[config.mk]
export PLATFORM = sky130hd
export DESIGN_NAME = quadencoderz_filtered
export DESIGN_NICKNAME = d
export VERILOG_FILES = /design/src/rtl/quadencoder_pkg.sv /design/src/rtl/quadencoder_filter.sv /design/src/rtl/quadencoderz_filtered.sv
export SDC_FILE = /design/constraint.sdc
export NUM_CORES = 1
export LEC_CHECK = 0
export CAP_MARGIN = 20
export CORE_MARGIN = 5
export CORE_UTILIZATION = 30
export CTS_CLUSTER_DIAMETER = 120
export DETAILED_ROUTE_END_ITERATION = 8
export PLACE_DENSITY = 0.61
export REMOVE_ABC_BUFFERS = 1
export SYNTH_ARGS = -nofsm -noshare
export SYNTH_HDL_FRONTEND = slang
export SYNTH_SLANG_ARGS = --single-unit
[constraint.sdc]
create_clock -name clk -period 3.8 [get_ports clk]
set_input_delay 0.38 -clock clk [delete_from_list [all_inputs] [get_ports clk]]
set_output_delay 0.38 -clock clk [all_outputs]
set_load 0.05 [all_outputs]
[src/rtl/quadencoder_pkg.sv]
// Shared constants and types for the filtered quadrature encoder.
package quadencoder_pkg;

  localparam int unsigned QT_X4 = 0;
  localparam int unsigned QT_X2 = 1;
  localparam int unsigned QT_X1 = 2;

  typedef enum logic [1:0] {
    IDLE    = 2'd0,
    UP      = 2'd1,
    DOWN    = 2'd2,
    ILLEGAL = 2'd3
  } step_e;

endpackage

[src/rtl/quadencoder_filter.sv]
// Two-FF synchroniser followed by a run-length glitch filter for one encoder pin.
module quadencoder_filter #(
  parameter int unsigned FILTER_LEN = 4
) (
  input  logic clk,
  input  logic rst,
  input  logic din,
  output logic dout
);

  logic s1_q, s2_q;

  always_ff @(posedge clk) begin
    if (rst) begin
      s1_q <= 1'b0;
      s2_q <= 1'b0;
    end else begin
      s1_q <= din;
      s2_q <= s1_q;
    end
  end

  generate
    if (FILTER_LEN == 0) begin : g_bypass
      assign dout = s2_q;
    end else begin : g_filt
      localparam int unsigned CW = $clog2(FILTER_LEN + 1);
      logic [CW-1:0] cnt_q;
      logic          out_q;

      // Any sample equal to the current output restarts the run.
      always_ff @(posedge clk) begin
        if (rst) begin
          cnt_q <= '0;
          out_q <= 1'b0;
        end else if (s2_q != out_q) begin
          if (cnt_q == CW'(FILTER_LEN - 1)) begin
            out_q <= s2_q;
            cnt_q <= '0;
          end else begin
            cnt_q <= cnt_q + CW'(1);
          end
        end else begin
          cnt_q <= '0;
        end
      end

      assign dout = out_q;
    end
  endgenerate

endmodule

[src/rtl/quadencoderz_filtered.sv]
// Quadrature decoder with index: filtered inputs, error flag, index capture, homing, period.
module quadencoderz_filtered
  import quadencoder_pkg::*;
#(
  parameter int unsigned BITS       = 32,
  parameter int unsigned QUAD_TYPE  = 0,
  parameter int unsigned FILTER_LEN = 4,
  parameter int unsigned PBITS      = 24
) (
  input  logic                   clk,
  input  logic                   rst,
  input  logic                   a,
  input  logic                   b,
  input  logic                   z,
  input  logic                   index_enable,
  output logic                   index_out,
  input  logic                   err_clear,
  output logic signed [BITS-1:0] position,
  output logic        [BITS-1:0] index_pos,
  output logic                   index_valid,
  output logic                   err,
  output logic       [PBITS-1:0] period,
  output logic                   dir,
  output logic                   stalled
);

  localparam int unsigned SHIFT = (QUAD_TYPE == QT_X1) ? 2 : (QUAD_TYPE == QT_X2) ? 1 : 0;

  logic fa, fb, fz;

  quadencoder_filter #(.FILTER_LEN(FILTER_LEN)) u_filt_a (.clk(clk), .rst(rst), .din(a), .dout(fa));
  quadencoder_filter #(.FILTER_LEN(FILTER_LEN)) u_filt_b (.clk(clk), .rst(rst), .din(b), .dout(fb));
  quadencoder_filter #(.FILTER_LEN(FILTER_LEN)) u_filt_z (.clk(clk), .rst(rst), .din(z), .dout(fz));

  logic             primed_q, pa_q, pb_q, pz_q;
  logic [BITS-1:0]  count_q, count_d;
  logic [BITS-1:0]  index_pos_q, index_pos_d;
  logic             index_valid_q, index_valid_d;
  logic             index_out_q, index_out_d;
  logic             index_wait_q, index_wait_d;
  logic             err_q, err_d;
  logic [PBITS-1:0] pcnt_q, pcnt_d;
  logic [PBITS-1:0] period_q, period_d;
  logic             dir_q, dir_d;
  logic             stalled_q, stalled_d;

  step_e step;
  logic  z_rise, home, counted, pcnt_sat;

  // pa/pb/pz are unconditionally loaded, so the priming cycle just suppresses decode.
  always_comb begin
    step = IDLE;
    if (primed_q) begin
      if ((fa ^ pa_q) && (fb ^ pb_q)) begin
        step = ILLEGAL;
      end else if ((fa ^ pa_q) || (fb ^ pb_q)) begin
        step = (fa ^ pb_q) ? UP : DOWN;
      end
    end
  end

  assign z_rise   = primed_q & fz & ~pz_q;
  assign home     = index_out_q & z_rise;
  assign counted  = (step == UP) || (step == DOWN);
  assign pcnt_sat = (pcnt_q == '1);

  always_comb begin
    count_d       = count_q;
    err_d         = err_q;
    index_pos_d   = index_pos_q;
    index_valid_d = z_rise;
    index_out_d   = index_out_q;
    index_wait_d  = index_wait_q;
    pcnt_d        = pcnt_q;
    period_d      = period_q;
    dir_d         = dir_q;
    stalled_d     = stalled_q;

    case (step)
      UP:      count_d = count_q + BITS'(1);
      DOWN:    count_d = count_q - BITS'(1);
      default: ;
    endcase

    if (step == ILLEGAL) begin
      err_d = 1'b1;
    end else if (err_clear) begin
      err_d = 1'b0;
    end

    if (z_rise) begin
      index_pos_d = count_q;
    end

    // Homing reset takes priority over a step in the same cycle.
    if (home) begin
      count_d      = '0;
      index_out_d  = 1'b0;
      index_wait_d = 1'b1;
    end else if (index_out_q && !index_enable) begin
      index_out_d = 1'b0;
    end else if (index_enable && !index_out_q && !index_wait_q) begin
      index_out_d = 1'b1;
    end

    if (index_wait_q && !index_enable) begin
      index_wait_d = 1'b0;
    end

    if (counted) begin
      period_d  = pcnt_sat ? pcnt_q : pcnt_q + PBITS'(1);
      pcnt_d    = '0;
      dir_d     = (step == UP);
      stalled_d = 1'b0;
    end else if (pcnt_sat) begin
      period_d  = pcnt_q;
      stalled_d = 1'b1;
    end else begin
      pcnt_d = pcnt_q + PBITS'(1);
    end
  end

  always_ff @(posedge clk) begin
    if (rst) begin
      primed_q      <= 1'b0;
      pa_q          <= 1'b0;
      pb_q          <= 1'b0;
      pz_q          <= 1'b0;
      count_q       <= '0;
      index_pos_q   <= '0;
      index_valid_q <= 1'b0;
      index_out_q   <= 1'b0;
      index_wait_q  <= 1'b0;
      err_q         <= 1'b0;
      pcnt_q        <= '0;
      period_q      <= '0;
      dir_q         <= 1'b0;
      stalled_q     <= 1'b0;
    end else begin
      primed_q      <= 1'b1;
      pa_q          <= fa;
      pb_q          <= fb;
      pz_q          <= fz;
      count_q       <= count_d;
      index_pos_q   <= index_pos_d;
      index_valid_q <= index_valid_d;
      index_out_q   <= index_out_d;
      index_wait_q  <= index_wait_d;
      err_q         <= err_d;
      pcnt_q        <= pcnt_d;
      period_q      <= period_d;
      dir_q         <= dir_d;
      stalled_q     <= stalled_d;
    end
  end

  assign position    = $signed(count_q) >>> SHIFT;
  assign index_pos   = index_pos_q;
  assign index_valid = index_valid_q;
  assign index_out   = index_out_q;
  assign err         = err_q;
  assign period      = period_q;
  assign dir         = dir_q;
  assign stalled     = stalled_q;

endmodule

==> impl.org <==
** STA
- Min Hold Slack :: between 0.3 and 0.4 ns
- The clock arrives with 0.0126 ns of skew.
- For this run, the top clock speed supported by timing is 285 MHz.
- Final number of setup-violating endpoints :: 0
- Transition at the pin with the smallest max-transition slack :: approximately 0.86 ns
- The worst pin sits at a relative slew slack of 42.7%.
- Hold violation count in the final report :: 0
- After layout, the worst path uses between 90 and 100% of the clock period.
- Setup slack on the critical path of the routed design comes to roughly 0.29 ns.
- After layout, the minimum clock period comes to between 3 and 4 ns.
- Final slew viol count :: 0

** Synthesis
- During synthesis, Yosys emitted a total of 0 warnings.
- Post-synth design cell area :: 6730 µm²
- The share of synthesized area in the top cell type comes to between 40% and 50%.
- In the synthesized netlist the async set-or-reset flop fraction comes to 0%.
- The largest total area in the synthesized netlist belongs to sky130_fd_sc_hd__dfxtp_1.
- EDFF count, synth :: 0
- By area the synthesized netlist is led by sky130_fd_sc_hd__dfxtp_1 (42%), sky130_fd_sc_hd__ha_1 (7.3%), sky130_fd_sc_hd__a21oi_1 (6.8%).
- Sequential elements use a little over two fifths of the synthesized area.
- Avg Cell Area, Syn :: roughly 8.4 µm²
- After technology mapping, the gate count stands at 801.
- In this run, synthesis produced a sequential element count of 140.
- Most common flop cell mapped by yosys :: sky130_fd_sc_hd__dfxtp_1
- Distinct cell type count after synthesis :: 57

** Clocking
- Buffers inserted during clock tree synthesis total 17.
- H-tree depth reported by CTS :: 4
- The longest clock path from root to sink contains 2 buffers.
- TritonCTS built the clock tree.
- Counting every sink on the clock net gives 140.
- CTS placed an instance of sky130_fd_sc_hd__clkbuf_16 at the clock tree root.
- Clock-pin slew was measured on the worst setup and hold paths at around 0.070 ns.
- Source-to-sink clock delay at the later pin of the worst-skew pair :: 0.42 ns

** Drt
- The detail route stage leaves a number of antenna-violating nets equal to 0.
- Uppermost metal layer occupied by signal nets :: met4
- DRT Wirelength :: ~17 mm
- Met1 routed wirelength after detailed routing :: between 7 and 8 mm
- The routed layout has 5796 vias.
- Number of design-rule violations left by the first detailed-router iteration :: 301
- Iteration count of the initial detailed-routing pass :: 4
- For this run, design rule violations remaining after detail routing come to 0.
- Met2 wire len :: 8.56 mm
- Routed wirelength normalized by instance count :: roughly 15 µm
- Detailed routing placed a total of about 680 µm of wire on met3.
- In the routed layout, each cell is associated on average with a via count of between 4 and 5.

** Worst hold path
- Endpoint of the worst hold path :: primed_q
- The worst hold path belongs to the class in2reg.
- The worst hold path begins at rst.
- The worst hold path passes through 2 cells.

** Worst setup path
- The cell family contributing the most delay on the critical path is compound AO/OA/AOI/OAI gates.
- The startpoint identified for the worst register-to-register timing path is u_filt_b.dout.
- Buf/Inv on CP :: 3
- Endpoint kind of the worst setup timing path :: flip-flop
- Setup slack on the worst reg-to-reg path comes out at slightly below 0.3 ns.
- Start-to-end type of the worst setup path :: reg2reg
- Delay of the slowest critical-path stage :: roughly 0.37 ns
- Sequence of cells on the critical path :: nand2b_1, o21ai_0, nor2_1, a31oi_1, nand2_1, inv_1, ha_2, buf_6, buf_4, ha_1, a21o_1, a21o_1, a2111oi_4, o31ai_2, o31ai_2, a21oi_2, a31oi_1, xor2_1, a211oi_2
- Count of cells along the worst register-to-register path :: 19
- Levels on crit path :: 19
- Data required time at the worst endpoint :: 4.08 ns
- The largest individual stage delay along the critical path comes from the cell sky130_fd_sc_hd__dfxtp_4.
- Worst setup SP type :: flip-flop
- Endpoint of the lowest-slack register-to-register path :: position[24]
- Of all nets on the critical path, the largest fanout is 10.
- For the worst setup path, the data arrival time is around 3.8 ns.

** Die
- Die Width :: roughly 160 µm
- DIE AREA :: 25500 µm²
- Placement Rows :: 54
- For this configuration, the core starts out at a cell density of 30.6%.
- Measured along the y axis, the die boundary spans 160 µm.
- After floorplanning, the core was sized to cover roughly 22000 µm².
- I/O pins :: 100

** Global routing
- The number of antenna violations at the first check in global routing is 0.
- Via count of the first global-routing pass :: between 5000 and 6000
- Entering global routing, the biggest net connects 74 pins.
- Wire length of the first global-routing pass :: 28.2 mm
- Global routing finished with a remaining overflow of 0.
- For this run, the total global-route usage over all layers was measured as 13.4%.

** Place
- After detailed placement, the design holds a cell count of approximately 1200.
- Place WS :: just under 0.1 ns
- Area after detailed placement :: 8040 µm²
- Final weighted congestion in routability-driven placement :: about 0.85
- The count of buffers added on input and output ports is between 90 and 100.
- Detail Placement HPWL :: ~12 mm

** Final layout
- Fraction of final layout cells sized beyond drive strength 1 :: 9.35%
- Count of antenna diodes in the layout :: 0
- Fill cells in the final layout number 2173.
- The area growth from synthesis to layout is 31.5%.
- The final layout contains roughly 940 nets.
- Final Instance Area :: between 8000 and 9000 µm²
- Final cell count without fillers :: 1189
- Commonest cells after routing, fill and taps aside :: sky130_fd_sc_hd__dfxtp_1 (139), sky130_fd_sc_hd__nand2_1 (115), sky130_fd_sc_hd__nor2_1 (98), sky130_fd_sc_hd__clkdlybuf4s50_1 (98), sky130_fd_sc_hd__a21oi_1 (85)
- The library cell used most frequently in the layout, excluding fill and tap cells, is sky130_fd_sc_hd__dfxtp_1.

** Outcome
- The run finished with clean final reports.

** Pwr
- For this design the static power due to leakage is ~3.4 nW.
- Summing internal, switching and leakage power gives about 0.0033 W.
- The worst-case IR drop observed on VDD is roughly 290 µV.
- Power per cell area :: approximately 380 nW/µm²

** Job
- Number of max-cap violations :: 0
-- area by class of cell --
cell class              instances  area [µm²]  share of cell area [%]
clock inverters                14         206                    2.33
clock buffers                  18         429                    4.85
well taps                     280         350                    3.96
flip-flops and latches        140        2810                    31.7
multi-input cells             604        3860                    43.7
inverters                      17        63.8                   0.721
repair buffers                116        1130                    12.8
-- how the worst max path moves through the flow --
| stage | startpoint | endpoint | slack [ns] |
|---|---|---|---|
| final | u_filt_b.dout | position[24] | 0.29 |
| after global routing | pa_q | position[24] | -0.05 |
| after CTS | u_filt_b.dout | position[24] | 0.09 |
| after detailed placement | u_filt_b.dout | position[24] | 0.1 |
| after global placement | u_filt_b.dout | position[31] | 0.19 |
| after floorplan | u_filt_b.dout | position[24] | -0.19 |
-- sequential cells by signal, summed over array words and instances, names as in the netlist, 3 cells and up --
name	cells
u_filt_a.g_filt.cnt_q	3
index_pos	32
u_filt_b.g_filt.cnt_q	3
pcnt_q	24
position	32
period	24
u_filt_z.g_filt.cnt_q	3
-- synthesized netlist by cell type (14+ instances only) --
library cell                 n
sky130_fd_sc_hd__a211oi_1   19
sky130_fd_sc_hd__and3_1     14
sky130_fd_sc_hd__a21o_1     17
sky130_fd_sc_hd__nor2_1     99
sky130_fd_sc_hd__xor2_1     26
sky130_fd_sc_hd__nand2_1   116
sky130_fd_sc_hd__clkbuf_1   34
sky130_fd_sc_hd__nand3_1    16
sky130_fd_sc_hd__xnor2_1    20
sky130_fd_sc_hd__ha_1       39
sky130_fd_sc_hd__a21oi_1    91
sky130_fd_sc_hd__dfxtp_1   140
sky130_fd_sc_hd__nor2b_1    15
sky130_fd_sc_hd__mux2i_1    18
sky130_fd_sc_hd__inv_1      16
-- stage by stage --
step | util [%] | TNS [ns]
2_1_floorplan | - | -0.618
3_3_place_gp | 36.6 | 0
3_5_place_dp | 36.6 | 0
4_1_cts | 39.5 | 0
5_1_grt | 40.3 | -0.0649
6_report | 40.3 | 0
-- worst reg2reg max path: cells and delay by family, from the launching register on --
kind / cells / cell delay, ns
simple gates: 3 / 0.30
buf+inv: 3 / 0.36
xor+xnor: 1 / 0.20
fa+ha+maj: 2 / 0.38
compound gates: 10 / 1.75
flops: 1 / 0.37
-- what timing repair did --
item / CTS / global route
gates resized for setup: 0 / 31
hold endpoints to repair: 0 / 0
setup buffers: 0 / 3
hold buffers: 0 / 0
setup endpoints to repair: 0 / 14
-- power by group --
group	total, W	switching, W	internal [W]
Clock	0.00181	0.000697	0.00111
Sequential	0.00148	0.00000721	0.00147
Combinational	0.0000523	0.0000361	0.0000162
Total	0.00334	0.000740	0.00260
-- cells by family (layout without fill, tap and decap cells) --
logic type                 Yosys count  after routing  share of synthesized area, %
adders and majority gates           40             40                          7.55
muxes                               18             18                          2.68
xor gates and xnor gates            46             46                          5.99
buffers and inverters               57            165                          3.23
and+or+nand+nor                    305            305                          20.3
DFF                                140            140                          41.6
AOI/OAI and AO/OA                  195            195                          18.6
-- routing by layer --
layer | GRT usage (%) | vias to the layer above
li1 | - | 3001
met1 | 16.2 | 2675
met2 | 23.4 | 108
met3 | 3.32 | 12
met4 | 3.99 | 0
met5 | 0 | -
Note: power is estimated with default switching activity, not from simulation.
